<file path="config.mk">
export PLATFORM = sky130hd
export DESIGN_NAME = sdram_port_arbiter
export DESIGN_NICKNAME = d
export VERILOG_FILES = /design/src/rtl/sdram_port_arbiter.sv
export SDC_FILE = /design/constraint.sdc
export NUM_CORES = 1
export LEC_CHECK = 0
export ABC_AREA = 1
export ABC_CLOCK_PERIOD_IN_PS = 1300
export BUFFER_PORTS_ARGS = -buffer_cell sky130_fd_sc_hd__buf_2
export CORE_MARGIN = 1.5
export CORE_UTILIZATION = 32
export DETAILED_ROUTE_END_ITERATION = 12
export GPL_TIMING_DRIVEN = 0
export PLACE_DENSITY_LB_ADDON = 0.08
export SLEW_MARGIN = 20
export SYNTH_ARGS = -nofsm -noshare
export SYNTH_HDL_FRONTEND = slang
export SYNTH_SLANG_ARGS = --single-unit
</file>
<file path="constraint.sdc">
create_clock -name clk -period 1.3 [get_ports clk]
set_input_delay 0.13 -clock clk [delete_from_list [all_inputs] [get_ports clk]]
set_output_delay 0.13 -clock clk [all_outputs]
set_load 0.01 [all_outputs]
</file>
<file path="src/rtl/sdram_port_arbiter.sv">
// Two-client round-robin arbiter for a single SDRAM master port.
// One access in flight; read/write strobes are single-cycle and latencies are fixed.
module sdram_port_arbiter #(
  parameter int unsigned W         = 16,
  parameter int unsigned ADDR_W    = 25,
  parameter int unsigned READ_LAT  = 2,
  parameter int unsigned WRITE_LAT = 10
) (
  input  logic              clk,
  input  logic              rst,
  input  logic              req0,
  input  logic              req1,
  input  logic              we0,
  input  logic              we1,
  input  logic [ADDR_W-1:0] addr0,
  input  logic [ADDR_W-1:0] addr1,
  input  logic [W-1:0]      wdata0,
  input  logic [W-1:0]      wdata1,
  output logic              gnt0,
  output logic              gnt1,
  output logic              done0,
  output logic              done1,
  output logic [W-1:0]      rdata0,
  output logic [W-1:0]      rdata1,
  output logic              busy,
  output logic              read,
  output logic [ADDR_W-1:0] readaddress,
  input  logic [W-1:0]      readdata,
  output logic              write,
  output logic [ADDR_W-1:0] writeaddress,
  output logic [W-1:0]      writedata
);

  localparam int unsigned MAX_LAT = (READ_LAT > WRITE_LAT) ? READ_LAT : WRITE_LAT;
  localparam int unsigned CNT_W   = $clog2(MAX_LAT) + 1;

  typedef enum logic [1:0] {
    IDLE    = 2'd0,
    RD_WAIT = 2'd1,
    WR_WAIT = 2'd2
  } state_e;

  state_e              state_q, state_d;
  logic [CNT_W-1:0]    cnt_q, cnt_d;
  logic                owner_q, owner_d;
  logic                last_q, last_d;
  logic [ADDR_W-1:0]   addr_q, addr_d;
  logic [W-1:0]        wdata_q, wdata_d;
  logic                gnt0_q, gnt0_d, gnt1_q, gnt1_d;
  logic                done0_q, done0_d, done1_q, done1_d;
  logic [W-1:0]        rdata0_q, rdata0_d, rdata1_q, rdata1_d;
  logic                read_q, read_d, write_q, write_d;

  logic                pick;
  logic                pick_we;

  // Tie goes to the client that did not own the previous access.
  assign pick    = (req0 && req1) ? ~last_q : req1;
  assign pick_we = pick ? we1 : we0;

  always_comb begin
    state_d  = state_q;
    cnt_d    = cnt_q;
    owner_d  = owner_q;
    last_d   = last_q;
    addr_d   = addr_q;
    wdata_d  = wdata_q;
    gnt0_d   = 1'b0;
    gnt1_d   = 1'b0;
    done0_d  = 1'b0;
    done1_d  = 1'b0;
    rdata0_d = rdata0_q;
    rdata1_d = rdata1_q;
    read_d   = 1'b0;
    write_d  = 1'b0;

    unique case (state_q)
      IDLE: begin
        if (req0 || req1) begin
          owner_d = pick;
          last_d  = pick;
          addr_d  = pick ? addr1 : addr0;
          cnt_d   = CNT_W'(1);
          gnt0_d  = ~pick;
          gnt1_d  = pick;
          if (pick_we) begin
            wdata_d = pick ? wdata1 : wdata0;
            write_d = 1'b1;
            state_d = WR_WAIT;
          end else begin
            read_d  = 1'b1;
            state_d = RD_WAIT;
          end
        end
      end

      RD_WAIT: begin
        if (cnt_q == CNT_W'(READ_LAT)) begin
          state_d = IDLE;
          if (owner_q) begin
            rdata1_d = readdata;
            done1_d  = 1'b1;
          end else begin
            rdata0_d = readdata;
            done0_d  = 1'b1;
          end
        end else begin
          cnt_d = cnt_q + CNT_W'(1);
        end
      end

      WR_WAIT: begin
        if (cnt_q == CNT_W'(WRITE_LAT)) begin
          state_d = IDLE;
          done0_d = ~owner_q;
          done1_d = owner_q;
        end else begin
          cnt_d = cnt_q + CNT_W'(1);
        end
      end

      default: state_d = IDLE;
    endcase
  end

  always_ff @(posedge clk or negedge rst) begin
    if (!rst) begin
      state_q  <= IDLE;
      cnt_q    <= '0;
      owner_q  <= 1'b0;
      last_q   <= 1'b1;
      addr_q   <= '0;
      wdata_q  <= '0;
      gnt0_q   <= 1'b0;
      gnt1_q   <= 1'b0;
      done0_q  <= 1'b0;
      done1_q  <= 1'b0;
      rdata0_q <= '0;
      rdata1_q <= '0;
      read_q   <= 1'b0;
      write_q  <= 1'b0;
    end else begin
      state_q  <= state_d;
      cnt_q    <= cnt_d;
      owner_q  <= owner_d;
      last_q   <= last_d;
      addr_q   <= addr_d;
      wdata_q  <= wdata_d;
      gnt0_q   <= gnt0_d;
      gnt1_q   <= gnt1_d;
      done0_q  <= done0_d;
      done1_q  <= done1_d;
      rdata0_q <= rdata0_d;
      rdata1_q <= rdata1_d;
      read_q   <= read_d;
      write_q  <= write_d;
    end
  end

  // The latched address feeds both SDRAM address buses; only the strobe selects the direction.
  assign gnt0         = gnt0_q;
  assign gnt1         = gnt1_q;
  assign done0        = done0_q;
  assign done1        = done1_q;
  assign rdata0       = rdata0_q;
  assign rdata1       = rdata1_q;
  assign busy         = (state_q != IDLE);
  assign read         = read_q;
  assign readaddress  = addr_q;
  assign write        = write_q;
  assign writeaddress = addr_q;
  assign writedata    = wdata_q;

endmodule

</file>
Word level (Yosys, flattened, before mapping)
Index checks and enable logic that the tools add are counted.

Input bits: 104. Output and inout port bits: 105. Register bits: 88.

Reductions and logical operators: 11. Mux-type cells: 31. Equal/unequal tests: 9. Add/sub/neg operators: 1. Bitwise operators: 3.

Operator list (count): $mux 25 (1); $mux 1 (18); $mux 16 (1); $mux 5 (3); $pmux 5 s3 (1); $reduce_and 3->1 (4); $ne 2x2->1 const B (5); $mux 2 (4); $pmux 2 s3 (1); $add 5x1->5 const B (1); $eq 5x2->1 const B (1); $eq 5x4->1 const B (1); $pmux 1 s2 (2); $reduce_and 4->1 (1); $not 1->1 (3); $reduce_bool 3->1 (1); $eq 2x1->1 const B (1); $eq 2x2->1 const B (1); $logic_not 2->1 (1); $reduce_and 2->1 (1); $reduce_bool 2->1 (1); $logic_and 1x1->1 (1); $logic_or 1x1->1 (1).

Logic depth before layout (Yosys ltp)
Gate-level depths: netlist of the first run.

Depth after elaboration: 6. Mapped depth: 10. Mapped depth without buffers: 10.

Worst setup path after synthesis of the first run
No wires, ideal clock.

Path type: register -> register. From: register state_q[0]. To: register wdata_q[12], in the netlist writedata[12]. Path buffers: 1. Data arrival time: 1.335 ns. Cell stages (with the launch flop): 9. Clock period less this slack: 1.458 ns. Slack: -0.158 ns. Path through: dfrtp_1 inv_1 ha_1 inv_1 nor2_4 inv_4 buf_2 o21ai_0 nand2_1.

Word-level cells in the longest chain between the ends: 2.

RTL lines: start, declared (RTL line 43) `state_e state_q, state_d;`; start signal, assigned (RTL line 143) `state_q <= state_d;`; $logic_not 2->1 (RTL line 77) `unique case (state_q)`; $reduce_and 3->1 (no source line); end signal, assigned (RTL line 148) `wdata_q <= wdata_d;`; end, declared (RTL line 48) `logic [W-1:0] wdata_q, wdata_d;`.

Every way passes these cells. A chain may end at the register's enable or synchronous reset.

Worst setup path after layout of the first run
From: register cnt_q[0]. To: register cnt_q[4].

Word-level cells in the longest chain between the ends: 3.

RTL lines: start, declared (RTL line 44) `logic [CNT_W-1:0] cnt_q, cnt_d;`; start signal, assigned (RTL line 144) `cnt_q <= cnt_d;`; $add 5x1->5, or another cell as far along (RTL line 108, 118); $mux 5, or another cell as far along (RTL line 113) `if (cnt_q == CNT_W'(WRITE_LAT)) begin`; $pmux 5 s3 / $reduce_and 4->1 (equally long branches).

Parallel ways exist; a longest one is shown, timed or not. The select of a mux whose other input is x is not followed.

==> reports/results.tsv, run 1 <==
stage	metric	value	unit
floorplan	Rows	42	
floorplan	die height	119	microns
critical_path	Worst Setup SP	cnt_q[0]	
yosys	Post-Synthesis Cells	505	
grt	GRT overflow	0	
yosys	#FFs+latches synth	88	
power_and_ir_drop	NetSw	0.00562	W
yosys	async set-reset flop share out of synthesis	100	%
sta	Hold Vio Cnt, Final	0	
min_path	Hold Path Origin	addr1[18]	
floorplan	Die X	119	microns
critical_path	CP endpoint kind	flip-flop	
placement	# port buffers	208	
sta	RSZ-0062 raised after global routing	yes	
yosys	Seq/Total Area, Yosys	51.2	%
power_and_ir_drop	internal power	0.00914	W
power_and_ir_drop	pwr/cell area	2270	nW/um^2
clock_tree	number of buffers created by CTS	9	
sta	Tcrit/Tclk final	111	%
sta	fin. max-slew vios	0	
clock_tree	CTS tree	yes	
route	Total Wirelength	12700	microns
yosys	most frequent cell after synthesis	nand2_1	
sta	f_max	696	MHz
critical_path	Cell Chain, Critical Path	inv_1, ha_1, inv_2, nor2_4, nand3_4, buf_4, buf_6, nand2_1, nor2_2, nand2_1, nand2_1	
yosys	synthesized area	4300	sq um
yosys	Ys Warns	0	
layout	Net count, final	869	
critical_path	WP data arrival	1.67	ns
clock_tree	clk buf depth	2	
power_and_ir_drop	Seq pwr share	32.4	%
grt	largest net degree at the start of global routing	51	
power_and_ir_drop	Leak Pwr	3.55	nW
critical_path	worst path required time	1.53	ns
yosys	unique cell type count in the Yosys netlist	26	
run_status	status	finished, violations left	
layout	Area Overhead vs Synth	51.5	%
placement	DP Area	5630	sq um
critical_path	RR Startpoint	cnt_q[0]	
grt	first-pass GRT wire length	20300	microns
placement	GP Congestion	0.816	
sta	count of final setup violators	84	
route	post-DR vias/cell	4.38	
layout	layout cells sized above 1	48.8	%
floorplan	die footprint	14100	sq um
grt	initial antenna violation count	0	
sta	crit path time final	1.44	ns
clock_tree	clk slew on worst S/H paths	0.06	ns
power_and_ir_drop	sw frac	38.1	%
sta	Final WS setup	-0.137	ns
power_and_ir_drop	VDD IR max	945	uV
critical_path	Worst Path Buf+Inv	4	
floorplan	initial core utilization	32.6	%
route	vias post-DR	4119	
critical_path	CP most frequent cell	nand2_1	
critical_path	cell family with most CP delay	simple AND/OR/NAND/NOR gates	
critical_path	startpoint types	flip-flop	
sta	Tightest Pin Transition	0.392	ns
route	Routed WL per cell	13.5	microns
yosys	largest area contributor in the netlist	dfrtp_1	
run_status	failing checks	negative setup slack	
clock_tree	Root Driver	clkbuf_16	
yosys	synthesized area per cell	8.52	sq um
grt	vias in the first global route	4217	
floorplan	Core ar.	13200	sq um
clock_tree	clk_lat worst skew	0.35	ns
route	Iteration-0 DRC Markers	143	
layout	Design Area, Final	6510	sq um
yosys	Synth Flop Type	dfrtp_1	
route	Initial DRT Pass Iterations	4	
yosys	top-area cell type share of the netlist area	50.6	%
sta	clk_skew	0.00955	ns
power_and_ir_drop	PnR Total Power	0.0148	W
clock_tree	Clock Sink Count	88	
critical_path	CP peak stage delay	0.38	ns
floorplan	# IOs	209	
sta	Max-slew headroom	73.9	%
placement	HPWL after detailed placement	9130	microns
critical_path	reg2reg setup slack	-0.14	ns
route	# DRC	0	
power_and_ir_drop	Combinational Power Share	48.9	%
yosys	main area contributors after synthesis	dfrtp_1 51%, nand2_1 16%, o21ai_0 5.0%	
layout	antenna diode count	0	
sta	Fin Setup TNS	-7.96	ns
min_path	Hold Path Class	in -> reg	
layout	Final Non-Filler Cells	940	
sta	hold slack final	0.0157	ns
grt	GRT Total Usage	18.3	%
critical_path	Max FO, Critical Path	3	
critical_path	crit path kind	reg -> reg	
yosys	Net Count, Synth	615	
clock_tree	H-tree depth	3	
placement	DP Cell Count	890	
route	Detail Route Antenna Nets	0	
flow_run	Max-Cap Viols	0	
yosys	Post-synth top cells	188 x nand2_1, 87 x dfrtp_1, 43 x o21ai_0	
yosys	number of synthesized flops with an enable pin	0	
power_and_ir_drop	Clk network pwr share	18.7	%
critical_path	slowest CP cell	dfrtp_1	
==> final cells by class <==
| class | instances | area [sq um] |
|---|---|---|
| Fill cell | 1297 | 6680 |
| Sequential cell | 88 | 2200 |
| Multi-Input combinational cell | 340 | 1810 |
| Timing Repair Buffer | 242 | 1420 |
| Buffer | 45 | 410 |
| Clock buffer | 11 | 233 |
| Tap cell | 176 | 220 |
| Inverter | 32 | 133 |
| Clock inverter | 5 | 81.3 |
| Timing Repair inverter | 1 | 3.75 |
==> metrics by stage <==
stage / worst slack [ns] / utilization (%)
CTS: -0.149 / 48.2
finish: -0.137 / 49.4
floorplan: -0.0839 / -
global placement: -0.743 / 42.4
global route: -0.240 / 49.4
detailed placement: -0.245 / 42.7
==> power groups by stage <==
stage                     logic [W]  clock network, W  registers [W]
after floorplan             0.00326                 0        0.00531
after global placement      0.00622                 0        0.00479
after detailed placement    0.00630                 0        0.00482
after CTS                   0.00708           0.00285        0.00479
after global routing        0.00793           0.00294        0.00495
final                       0.00722           0.00276        0.00478
==> metal layers <==
layer / up-vias / track usage (%) / routed length (microns)
met4: 0 / 7.15 / 188
met1: 1877 / 22.4 / 5490
met5: - / 0 / 0
li1: 2081 / - / -
met2: 149 / 31.1 / 6170
met3: 12 / 4.55 / 820
==> flip-flops by register name, indices dropped and copies added, names as in the netlist, 2 cells and up <==
name / flops
state_q: 2
rdata1: 16
writedata: 16
rdata0: 16
readaddress: 25
cnt_q: 5
==> worst paths after layout <==
check                                  endpoint  depth (start not counted)
worst max-delay path                   cnt_q[4]                         11
worst min-delay path            readaddress[18]                          3
worst max register to register         cnt_q[4]                         11
worst min register to register     writedata[8]                          2
max in group asynchronous            rdata0[14]                          3
min in group asynchronous       readaddress[17]                          2
==> timing repair <==
action,4_1_cts,5_1_grt
gates cloned,2,2
hold buffers,7,0
setup endpoints to repair,87,87
resized for setup,61,25
pin swaps,20,27
buffers inserted,21,2
endpoints found under the hold margin,43,0
==> kinds of logic after synthesis <==
family / after synthesis / share of synthesized area [%]
DFF: 88 / 51.2
and+or+nand+nor: 246 / 24.1
AOI/OAI and AO/OA: 88 / 12.2
adders and majority gates: 6 / 1.75
buffers and inverters: 77 / 10.8
==> placed cells by master, fill, tap and decap left out, drive strengths merged <==
cell type / netlist / layout
buf: 43 / 275
nand2: 193 / 193
dfrtp: 87 / 87
o21ai: 86 / 86
nor2: 36 / 36
inv: 32 / 33
clkbuf: 2 / 16
nand3: 13 / 13
dlygate4sd3: 0 / 7
ha: 6 / 6
nand4: 3 / 3
bufinv: 0 / 2
a21oi: 2 / 2
clkinv: 0 / 2
nand3b: 1 / 1
clkinvlp: 0 / 1
dfstp: 1 / 1
==> worst reg2reg max path, cell delays in order (launching register included) <==
cell,delay [ns]
dfrtp_1,0.38
inv_1,0.06
ha_1,0.15
inv_2,0.04
nor2_4,0.12
nand3_4,0.11
buf_4,0.15
buf_6,0.11
nand2_1,0.06
nor2_2,0.05
nand2_1,0.05
nand2_1,0.05
Note: power is estimated with default switching activity, not from simulation.
==> inputs of run 2 (changes only) <==
Settings changed: ABC_CLOCK_PERIOD_IN_PS 1300 to 1800.
Clock period 1.3 ns to 1.8 ns, I/O delays scaled along.
==> reports/results.tsv, run 2 (synthesis gave the netlist of run 1 again) <==
stage	metric	value	unit
floorplan	initial core utilization	32.6	%
power_and_ir_drop	Leak Pwr	3.31	nW
floorplan	Die X	119	microns
placement	worst slack, placed	0.0963	ns
critical_path	Max FO, Critical Path	10	
clock_tree	Clock Sink Count	88	
layout	Net count, final	836	
grt	GRT Total Usage	17.7	%
min_path	Hold Path Class	in -> reg	
floorplan	Rows	42	
route	# DRC	0	
critical_path	reg2reg setup slack	0.17	ns
layout	# fillers	1376	
critical_path	crit path kind	reg -> reg	
route	Routed WL per cell	13.2	microns
sta	crit path time final	1.63	ns
grt	first-pass GRT wire length	19700	microns
grt	vias in the first global route	3978	
sta	RSZ-0062 raised after global routing	no	
layout	max reg flops	25	
layout	Area Overhead vs Synth	38.2	%
power_and_ir_drop	VDD IR max	623	uV
sta	f_max	613	MHz
layout	commonest non-fill, non-tap cell in the layout	buf_2	
sta	Fin Setup TNS	0	ns
route	post-DR vias/cell	4.36	
sta	Hold Vio Cnt, Final	0	
layout	Design Area, Final	5940	sq um
run_status	status	complete, no violations	
sta	count of final setup violators	0	
clock_tree	postcts setup bufs	0	
sta	fin. max-slew vios	0	
floorplan	Core ar.	13200	sq um
layout	layout cells sized above 1	42.0	%
floorplan	die height	119	microns
critical_path	WP data arrival	1.86	ns
placement	# port buffers	208	
clock_tree	clk slew on worst S/H paths	0.06	ns
sta	Tcrit/Tclk final	90.7	%
clock_tree	Root Driver	clkbuf_16	
placement	DP Area	5600	sq um
floorplan	# IOs	209	
grt	GRT overflow	0	
clock_tree	H-tree depth	3	
placement	HPWL after detailed placement	9150	microns
sta	Max-slew headroom	73.2	%
power_and_ir_drop	pwr/cell area	1660	nW/um^2
clock_tree	number of buffers created by CTS	9	
sta	Tightest Pin Transition	0.402	ns
power_and_ir_drop	PnR Total Power	0.00987	W
sta	clk_skew	0.0107	ns
flow_run	Max-Cap Viols	0	
route	Initial DRT Pass Iterations	4	
route	Iteration-0 DRC Markers	190	
layout	commonest cells after routing, fill and taps aside	216 x buf_2, 188 x nand2_1, 87 x dfrtp_1	
critical_path	startpoint types	flip-flop	
critical_path	worst path required time	2.03	ns
clock_tree	CTS tree	yes	
placement	GP Congestion	0.801	
route	Detail Route Antenna Nets	0	
sta	Final WS setup	0.168	ns
route	Total Wirelength	12000	microns
floorplan	die footprint	14100	sq um
clock_tree	clk_lat worst skew	0.34	ns
grt	largest net degree at the start of global routing	56	
grt	initial antenna violation count	1	
critical_path	CP endpoint kind	flip-flop	
clock_tree	clk buf depth	2	
route	vias post-DR	3963	
## run 2: area by class of cell
type	instances	area (sq um)	share of cell area [%]
clock buffer	10	239	4.02
multi-input combinational	340	1640	27.6
inverter	32	125	2.11
sequential	88	2200	37.1
clock inverter	6	91.3	1.54
buffer	45	339	5.71
tap	176	220	3.71
antenna	1	2.50	0.0421
timing repair buffer	210	1080	18.3
## run 2: timing repair
item                                    4_1_cts  5_1_grt
endpoints found under the setup margin        0        2
hold buffers                                  1        0
resized for setup                             0        1
hold endpoints to repair                     33        0
## run 2: layer usage
metal,wire (microns),vias up,part of all wire (%),global-route usage (%)
met1,5350,1798,45,22.0
met4,240,0,2.0,7.30
met2,5610,133,47,29.1
met5,0,-,0,0
met3,770,15,6.4,4.60
li1,-,2017,-,-
## run 2: metrics by stage
stage	instances	util (%)	hold slack, ns
floorplan	505	-	-0.116
global placement	889	42.2	0.399
detailed placement	890	42.4	0.0958
CTS	907	45.0	0.0422
global route	908	45.1	0.0621
finish	908	45.1	0.0511
## run 2: worst max-delay path: stages, from the launching register on
cell	delay (ns)
dfrtp_1	0.41
inv_1	0.09
ha_1	0.19
inv_1	0.12
nor2_4	0.15
inv_4	0.09
clkbuf_2	0.20
o21ai_0	0.19
nand2_1	0.07
## run 2: power by group
| group | internal [W] | switching, W | leakage (nW) | total, W |
|---|---|---|---|---|
| clock | 0.00126 | 0.000807 | 0.163 | 0.00207 |
| combinational | 0.00194 | 0.00240 | 2.13 | 0.00435 |
| sequential | 0.00289 | 0.000568 | 1.02 | 0.00346 |
| total | 0.00609 | 0.00378 | 3.31 | 0.00987 |
## run 2: final timing paths
| path | to | depth (start not counted) | from |
|---|---|---|---|
| max in group asynchronous | last_q | 3 | rst |
| min in group asynchronous | rdata1[7] | 2 | rst |
| max reg2reg | writedata[10] | 8 | state_q[0] |
| max | writedata[10] | 8 | state_q[0] |
| min reg2reg | last_q | 2 | last_q |
| min | readaddress[20] | 3 | addr0[20] |
